<file path="config.mk">
export PLATFORM = sky130hd
export DESIGN_NAME = avalon_accum_agent
export DESIGN_NICKNAME = d
export VERILOG_FILES = /design/src/rtl/accum_agent_pkg.sv /design/src/rtl/key_debouncer.sv /design/src/rtl/avalon_accum_agent.sv
export SDC_FILE = /design/constraint.sdc
export NUM_CORES = 1
export LEC_CHECK = 0
export ABC_AREA = 1
export BUFFER_PORTS_ARGS = -buffer_cell sky130_fd_sc_hd__buf_2
export CAP_MARGIN = 15
export CORE_ASPECT_RATIO = 0.75
export CORE_MARGIN = 2
export CORE_UTILIZATION = 42
export CTS_BUF_LIST = sky130_fd_sc_hd__clkbuf_16
export CTS_CLUSTER_SIZE = 24
export DETAILED_ROUTE_END_ITERATION = 16
export PLACE_DENSITY = 0.76
export SYNTH_ARGS = -nofsm -noshare
export SYNTH_HDL_FRONTEND = slang
export SYNTH_SLANG_ARGS = --single-unit
</file>
<file path="constraint.sdc">
create_clock -name clk -period 2.15 [get_ports clk]
set_input_delay 0.1075 -clock clk [delete_from_list [all_inputs] [get_ports clk]]
set_output_delay 0.1075 -clock clk [all_outputs]
set_load 0.02 [all_outputs]
</file>
<file path="src/rtl/accum_agent_pkg.sv">
// Shared constants for the accumulate agent register block.
//   - Register word addresses on the Avalon-MM agent port.
//   - Bit positions inside the CTRL register.
//   - Width of the accepted-press event counter.
package accum_agent_pkg;

  localparam logic [1:0] ADDR_DATA = 2'd0;
  localparam logic [1:0] ADDR_SW   = 2'd1;
  localparam logic [1:0] ADDR_CTRL = 2'd2;
  localparam logic [1:0] ADDR_EVT  = 2'd3;

  localparam int CTRL_OVF    = 0;  // sticky overflow, write 1 to clear
  localparam int CTRL_IRQ_EN = 1;  // interrupt enable, R/W
  localparam int CTRL_KEY    = 2;  // debounced key level, RO

  localparam int EVT_W = 16;

endpackage

</file>
<file path="src/rtl/key_debouncer.sv">
// Synchronizes and debounces an active-low push button.
//   clk, reset_n  : clock and synchronous active-low reset
//   key_raw_n     : raw asynchronous key, low = pressed
//   key_level     : debounced key level (1 = released), resets to 1
//   press_pulse   : one-cycle pulse on each accepted 1->0 transition
// The counter only runs while the synchronized key disagrees with the
// accepted level; any agreement restarts it from zero, so a bounce shorter
// than DEBOUNCE_CYCLES never reaches the level register.
module key_debouncer
  import accum_agent_pkg::*;
#(
  parameter int DEBOUNCE_CYCLES = 50000
) (
  input  logic clk,
  input  logic reset_n,
  input  logic key_raw_n,
  output logic key_level,
  output logic press_pulse
);

  localparam int CNT_W = (DEBOUNCE_CYCLES > 1) ? $clog2(DEBOUNCE_CYCLES) : 1;
  localparam logic [CNT_W-1:0] CNT_LAST = CNT_W'(DEBOUNCE_CYCLES - 1);

  logic             sync1_q, sync1_d;
  logic             sync2_q, sync2_d;
  logic             level_q, level_d;
  logic             pulse_q, pulse_d;
  logic [CNT_W-1:0] cnt_q,   cnt_d;

  always_comb begin
    sync1_d = key_raw_n;
    sync2_d = sync1_q;
    level_d = level_q;
    pulse_d = 1'b0;
    cnt_d   = '0;
    if (sync2_q != level_q) begin
      if (cnt_q == CNT_LAST) begin
        level_d = sync2_q;
        // Falling debounced level is a press; the pulse is registered so
        // it lines up with the level update.
        pulse_d = ~sync2_q;
      end else begin
        cnt_d = cnt_q + 1'b1;
      end
    end
  end

  always_ff @(posedge clk) begin
    if (!reset_n) begin
      sync1_q <= 1'b0;
      sync2_q <= 1'b0;
      level_q <= 1'b1;
      pulse_q <= 1'b0;
      cnt_q   <= '0;
    end else begin
      sync1_q <= sync1_d;
      sync2_q <= sync2_d;
      level_q <= level_d;
      pulse_q <= pulse_d;
      cnt_q   <= cnt_d;
    end
  end

  assign key_level   = level_q;
  assign press_pulse = pulse_q;

endmodule

</file>
<file path="src/rtl/avalon_accum_agent.sv">
// Avalon-MM agent with an 8-bit (DATA_W) key-driven accumulator.
//   clk, reset_n        : clock and synchronous active-low reset
//   avs_*               : Avalon-MM agent port, no waitrequest, read latency 1
//   irq                 : level interrupt = irq_en & ovf, registered
//   sw_in               : raw switches, synchronized before use
//   accum_key_n         : raw accumulate key, low = pressed
//   led_out             : registered copy of the accumulator
// Register map: 0 DATA (R/W), 1 SW (RO), 2 CTRL {key, irq_en, ovf}, 3 EVTCNT.
//
// Read handshake: a read strobe sampled at edge N (with no write in the same
// cycle) produces exactly one cycle of avs_readdatavalid=1 with avs_readdata
// during cycle N+1. readdata is forced to zero whenever readdatavalid is low.
module avalon_accum_agent
  import accum_agent_pkg::*;
#(
  parameter int DEBOUNCE_CYCLES = 50000,
  parameter int DATA_W          = 8
) (
  input  logic              clk,
  input  logic              reset_n,
  input  logic [1:0]        avs_address,
  input  logic              avs_read,
  input  logic              avs_write,
  input  logic [31:0]       avs_writedata,
  input  logic [3:0]        avs_byteenable,
  output logic [31:0]       avs_readdata,
  output logic              avs_readdatavalid,
  output logic              irq,
  input  logic [DATA_W-1:0] sw_in,
  input  logic              accum_key_n,
  output logic [DATA_W-1:0] led_out
);

  logic [DATA_W-1:0] sw_s1_q,    sw_s1_d;
  logic [DATA_W-1:0] sw_s2_q,    sw_s2_d;
  logic [DATA_W-1:0] accum_q,    accum_d;
  logic              ovf_q,      ovf_d;
  logic              irq_en_q,   irq_en_d;
  logic [EVT_W-1:0]  evt_cnt_q,  evt_cnt_d;
  logic [31:0]       rdata_q,    rdata_d;
  logic              rvalid_q,   rvalid_d;
  logic              irq_q,      irq_d;
  logic [DATA_W-1:0] led_q,      led_d;

  logic              key_level;
  logic              press_pulse;
  logic [DATA_W:0]   sum;
  logic              wr_data, wr_ctrl, wr_evt, rd_en;
  logic [31:0]       rd_mux;

  key_debouncer #(
    .DEBOUNCE_CYCLES(DEBOUNCE_CYCLES)
  ) u_key_debouncer (
    .clk         (clk),
    .reset_n     (reset_n),
    .key_raw_n   (accum_key_n),
    .key_level   (key_level),
    .press_pulse (press_pulse)
  );

  always_comb begin
    sw_s1_d   = sw_in;
    sw_s2_d   = sw_s1_q;
    accum_d   = accum_q;
    ovf_d     = ovf_q;
    irq_en_d  = irq_en_q;
    evt_cnt_d = evt_cnt_q;
    rd_mux    = '0;

    sum     = {1'b0, accum_q} + {1'b0, sw_s2_q};
    wr_data = avs_write && avs_byteenable[0] && (avs_address == ADDR_DATA);
    wr_ctrl = avs_write && avs_byteenable[0] && (avs_address == ADDR_CTRL);
    wr_evt  = avs_write && (avs_address == ADDR_EVT);
    // A write in the same cycle suppresses the read response.
    rd_en   = avs_read && !avs_write;

    // Accumulate; a simultaneous DATA write takes precedence and the
    // addition (and its carry) is dropped.
    if (wr_data) begin
      accum_d = avs_writedata[DATA_W-1:0];
    end else if (press_pulse) begin
      accum_d = sum[DATA_W-1:0];
    end

    // Clear first, then set, so a carry in the same cycle keeps ovf high.
    if (wr_ctrl && avs_writedata[CTRL_OVF]) ovf_d = 1'b0;
    if (press_pulse && !wr_data && sum[DATA_W]) ovf_d = 1'b1;

    if (wr_ctrl) irq_en_d = avs_writedata[CTRL_IRQ_EN];

    // Increment first, then clear, so a clearing write wins.
    if (press_pulse) evt_cnt_d = evt_cnt_q + 1'b1;
    if (wr_evt)      evt_cnt_d = '0;

    case (avs_address)
      ADDR_DATA: rd_mux[DATA_W-1:0] = accum_q;
      ADDR_SW:   rd_mux[DATA_W-1:0] = sw_s2_q;
      ADDR_CTRL: begin
        rd_mux[CTRL_OVF]    = ovf_q;
        rd_mux[CTRL_IRQ_EN] = irq_en_q;
        rd_mux[CTRL_KEY]    = key_level;
      end
      default:   rd_mux[EVT_W-1:0] = evt_cnt_q;
    endcase

    rdata_d  = rd_en ? rd_mux : 32'd0;
    rvalid_d = rd_en;
    irq_d    = irq_en_q & ovf_q;
    led_d    = accum_d;
  end

  always_ff @(posedge clk) begin
    if (!reset_n) begin
      sw_s1_q   <= '0;
      sw_s2_q   <= '0;
      accum_q   <= '0;
      ovf_q     <= 1'b0;
      irq_en_q  <= 1'b0;
      evt_cnt_q <= '0;
      rdata_q   <= '0;
      rvalid_q  <= 1'b0;
      irq_q     <= 1'b0;
      led_q     <= '0;
    end else begin
      sw_s1_q   <= sw_s1_d;
      sw_s2_q   <= sw_s2_d;
      accum_q   <= accum_d;
      ovf_q     <= ovf_d;
      irq_en_q  <= irq_en_d;
      evt_cnt_q <= evt_cnt_d;
      rdata_q   <= rdata_d;
      rvalid_q  <= rvalid_d;
      irq_q     <= irq_d;
      led_q     <= led_d;
    end
  end

  assign avs_readdata      = rdata_q;
  assign avs_readdatavalid = rvalid_q;
  assign irq               = irq_q;
  assign led_out           = led_q;

endmodule
</file>
==> reports/qor.csv <==
stage,metric,value,unit
route,ant_nets,0,
timing,fin_worst_skew,0.005447,ns
clocking,cts_buffers,9,
synthesis,synth-seq-cells,80,
timing,tns,0,ns
layout,fin_util,52.02,%
synthesis,synthFlopType,dfxtp_1,
setup_path,required,2.37,ns
clocking,clock_path_buffers,2,
place,dp_hpwl,6237,µm
place,place_ws,0.4752,ns
hold_path,hold_class,in -> reg,
global_routing,antenna_found_initial,0,
setup_path,crit_path_end_kind,flop,
pwr,p_int,2596,µW
synthesis,synthCells,514,
pwr,ir_drop,0.5603,mV
clocking,tritoncts,yes,
route,vias_per_cell,4.767,
timing,holdWs,0.06228,ns
timing,max_freq,0.5851,GHz
layout,drive_above_1_share,16.49,%
setup_path,path_cells,"ha_1, inv_1, fa_1, inv_1, nand2_1, nand2_1, nand3_1, nand2_1, nand2_1, nand3_1, a21oi_1",
layout,area_growth,18.61,%
global_routing,grt_max_degree,22,
clocking,path_clk_slew,0.06,ns
timing,rsz0062_at_grt,no,
clocking,cts_setup_buffers,0,
route,route.met3.wl,533,µm
setup_path,cpPeakStageDelay,0.40,ns
floorplan,dieArea,0.009760,mm²
place,dp_cells,665,
setup_path,crit_type,reg -> reg,
pwr,power.share.switching,22.16,%
pwr,combPwrFrac,5.9,%
global_routing,overflow,0,
synthesis,synth_seq_area_share,42.47,%
status,outcome,"finished, final reports clean",
route,vias,3289,
timing,period_share,79.50,%
floorplan,rows,29,
synthesis,async_flop_share,0,%
setup_path,slowest_stage,fa_1,
route,firstDrtPassIters,5,
place,gp_congestion,0.9069,
timing,setup_slack,0.4409,ns
global_routing,grt_pass1_wl,13830,µm
layout,stdcell_count,690,
timing,slew-limit-headroom,65.79,%
clocking,cts.sinks,80,
timing,slew_viol_final,0,
synthesis,syn_area,0.003771,mm²
timing,worst_slew_pin_slew,0.5120,ns
pwr,power_switching,738.9,µW
route,wl_per_cell,11.86,µm
timing,finalHoldViolCount,0,
layout,nNetsFinal,639,
synthesis,yosysWarnings,0,
pwr,power_frac_seq,45.7,%
floorplan,die_h,86.06,µm
setup_path,crit_path_frequent_cell,nand2_1,
clocking,cts_max_level,3,
synthesis,synth_area_per_cell,7.337,µm²
floorplan,die_w,113.4,µm
route,wirelength,8185,µm
setup_path,cp-start-kind,flop,
route,dr_wl_met2,3652,µm
route,post-route-drc-count,0,
route,initialDrtViolationCount,203,
route,topRoutingLayerUsed,met4,
timing,fin_crit,1.709,ns
pwr,leakagePower,0.002145,µW
global_routing,grt_pass1_vias,3054,
pwr,power_density,745.5,mW/mm²
clocking,cts_root_buf,clkbuf_16,
pwr,p_clk_share,48.4,%
timing,setup-violations-final,0,
synthesis,synth_edf_count,0,
setup_path,cp_max_fo,4,
flow_run,drv_cap,0,
floorplan,pin_count,93,
setup_path,cp_data_arrival_time,1.92,ns
place,numPortBuffers,49,
floorplan,start_util,43.85,%
clocking,clk_latency,0.34,ns
synthesis,synthDistinctLibCells,35,
route,wl_met1,3833,µm
layout,diodes,0,
global_routing,track_usage,17.83,%
floorplan,coreArea,0.008600,mm²
## critical path, delay by kind of cell (launching register included)
kind / cells / cell delay [ns]
buffers and inverters: 2 / 0.13
AND/OR/NAND/NOR: 6 / 0.44
AO/OA/AOI/OAI: 1 / 0.06
flip-flops: 1 / 0.36
adder cells (fa/ha/maj): 2 / 0.60
## per-stage QoR
step | power (µW) | instance area (µm²)
5_1_grt | 3455 | 4473
4_1_cts | 3364 | 4473
2_1_floorplan | 1704 | 3827
3_5_place_dp | 1740 | 4063
6_report | 3335 | 4473
3_3_place_gp | 1734 | 4063
## Yosys cell counts (6+ instances only)
cell / instances / area, µm²
a21oi_1: 28 / 140.1
buf_4: 18 / 135.1
dfxtp_1: 80 / 1602
ha_1: 10 / 125.1
inv_1: 90 / 337.8
nand2_1: 118 / 442.9
nand3_1: 33 / 165.2
nand4_1: 9 / 56.30
nor2_1: 39 / 146.4
nor2_2: 6 / 37.54
nor3_1: 9 / 45.04
o211ai_1: 6 / 45.04
o21ai_0: 19 / 95.09
xor2_1: 6 / 52.55
## layer usage
metal	up-vias	global-route usage [%]
li1	1701	-
met2	119	28.91
met1	1452	22.96
met3	17	4.382
met4	0	7.206
met5	-	0
## power groups by stage
stage	Combinational [µW]	Clock (µW)	Sequential (µW)
4_1_cts	196	1640	1520
6_report	196	1610	1520
3_5_place_dp	182	0	1560
5_1_grt	221	1710	1530
3_3_place_gp	177	0	1560
2_1_floorplan	145	0	1560
## cell usage in the layout, fill, tap and decap left out, types with 4 or more instances in the layout
master	count
o21ai_0	19
xor2_1	6
inv_2	4
buf_2	49
conb_1	16
nor2_2	6
nand4_1	9
dfxtp_1	80
nand2_2	5
or2_2	4
ha_1	10
a21oi_1	28
nand3_1	33
nand2_1	118
nor2_1	39
o211ai_1	6
clkbuf_16	9
inv_1	91
dlygate4sd3_1	9
nor3_1	9
nor2_4	5
## state kept, by name, summed over array words and instances (netlist names)
signal / flops
avs_readdata: 16
evt_cnt_q: 16
u_key_debouncer.cnt_q: 16
led_out: 8
sw_s1_q: 8
sw_s2_q: 8
avs_readdatavalid: 1
irq: 1
irq_en_q: 1
ovf_q: 1
u_key_debouncer.key_level: 1
u_key_debouncer.press_pulse: 1
u_key_debouncer.sync1_q: 1
u_key_debouncer.sync2_q: 1
## layout make-up
cell class / count / area, µm²
clock buffers: 9 / 225.2
repair buffers: 59 / 342.8
clock inverters: 7 / 95.09
multi-input cells: 333 / 1720
flip-flops and latches: 80 / 1602
fillers: 804 / 4126
inverters: 94 / 352.8
well taps: 108 / 135.1
## path summary, 6_finish.rpt
kind | startpoint | endpoint | slack (ns) | cells past startpoint
worst max-delay path | led_out[0] | led_out[6] | 0.44 | 11
worst min-delay path | reset_n | led_out[0] | 0.06 | 3
worst max register to register | led_out[0] | led_out[6] | 0.44 | 11
worst min register to register | sw_s1_q[6] | sw_s2_q[6] | 0.41 | 2
## kinds of logic (layout without fill, tap and decap cells)
group | Yosys count | after routing | synth area share [%]
simple gates | 240 | 240 | 29.63
other cells | 1 | 16 | 0.09944
compound gates | 59 | 59 | 8.925
xor+xnor | 7 | 7 | 1.626
fa+ha+maj | 11 | 11 | 3.849
flops | 80 | 80 | 42.47
buf+inv | 116 | 169 | 13.40
## timing repair
action	in CTS	in global routing
resized for setup	0	0
endpoints found under the hold margin	9	0
hold buffers	9	0
No activity file was read; power rests on OpenSTA's default activity.
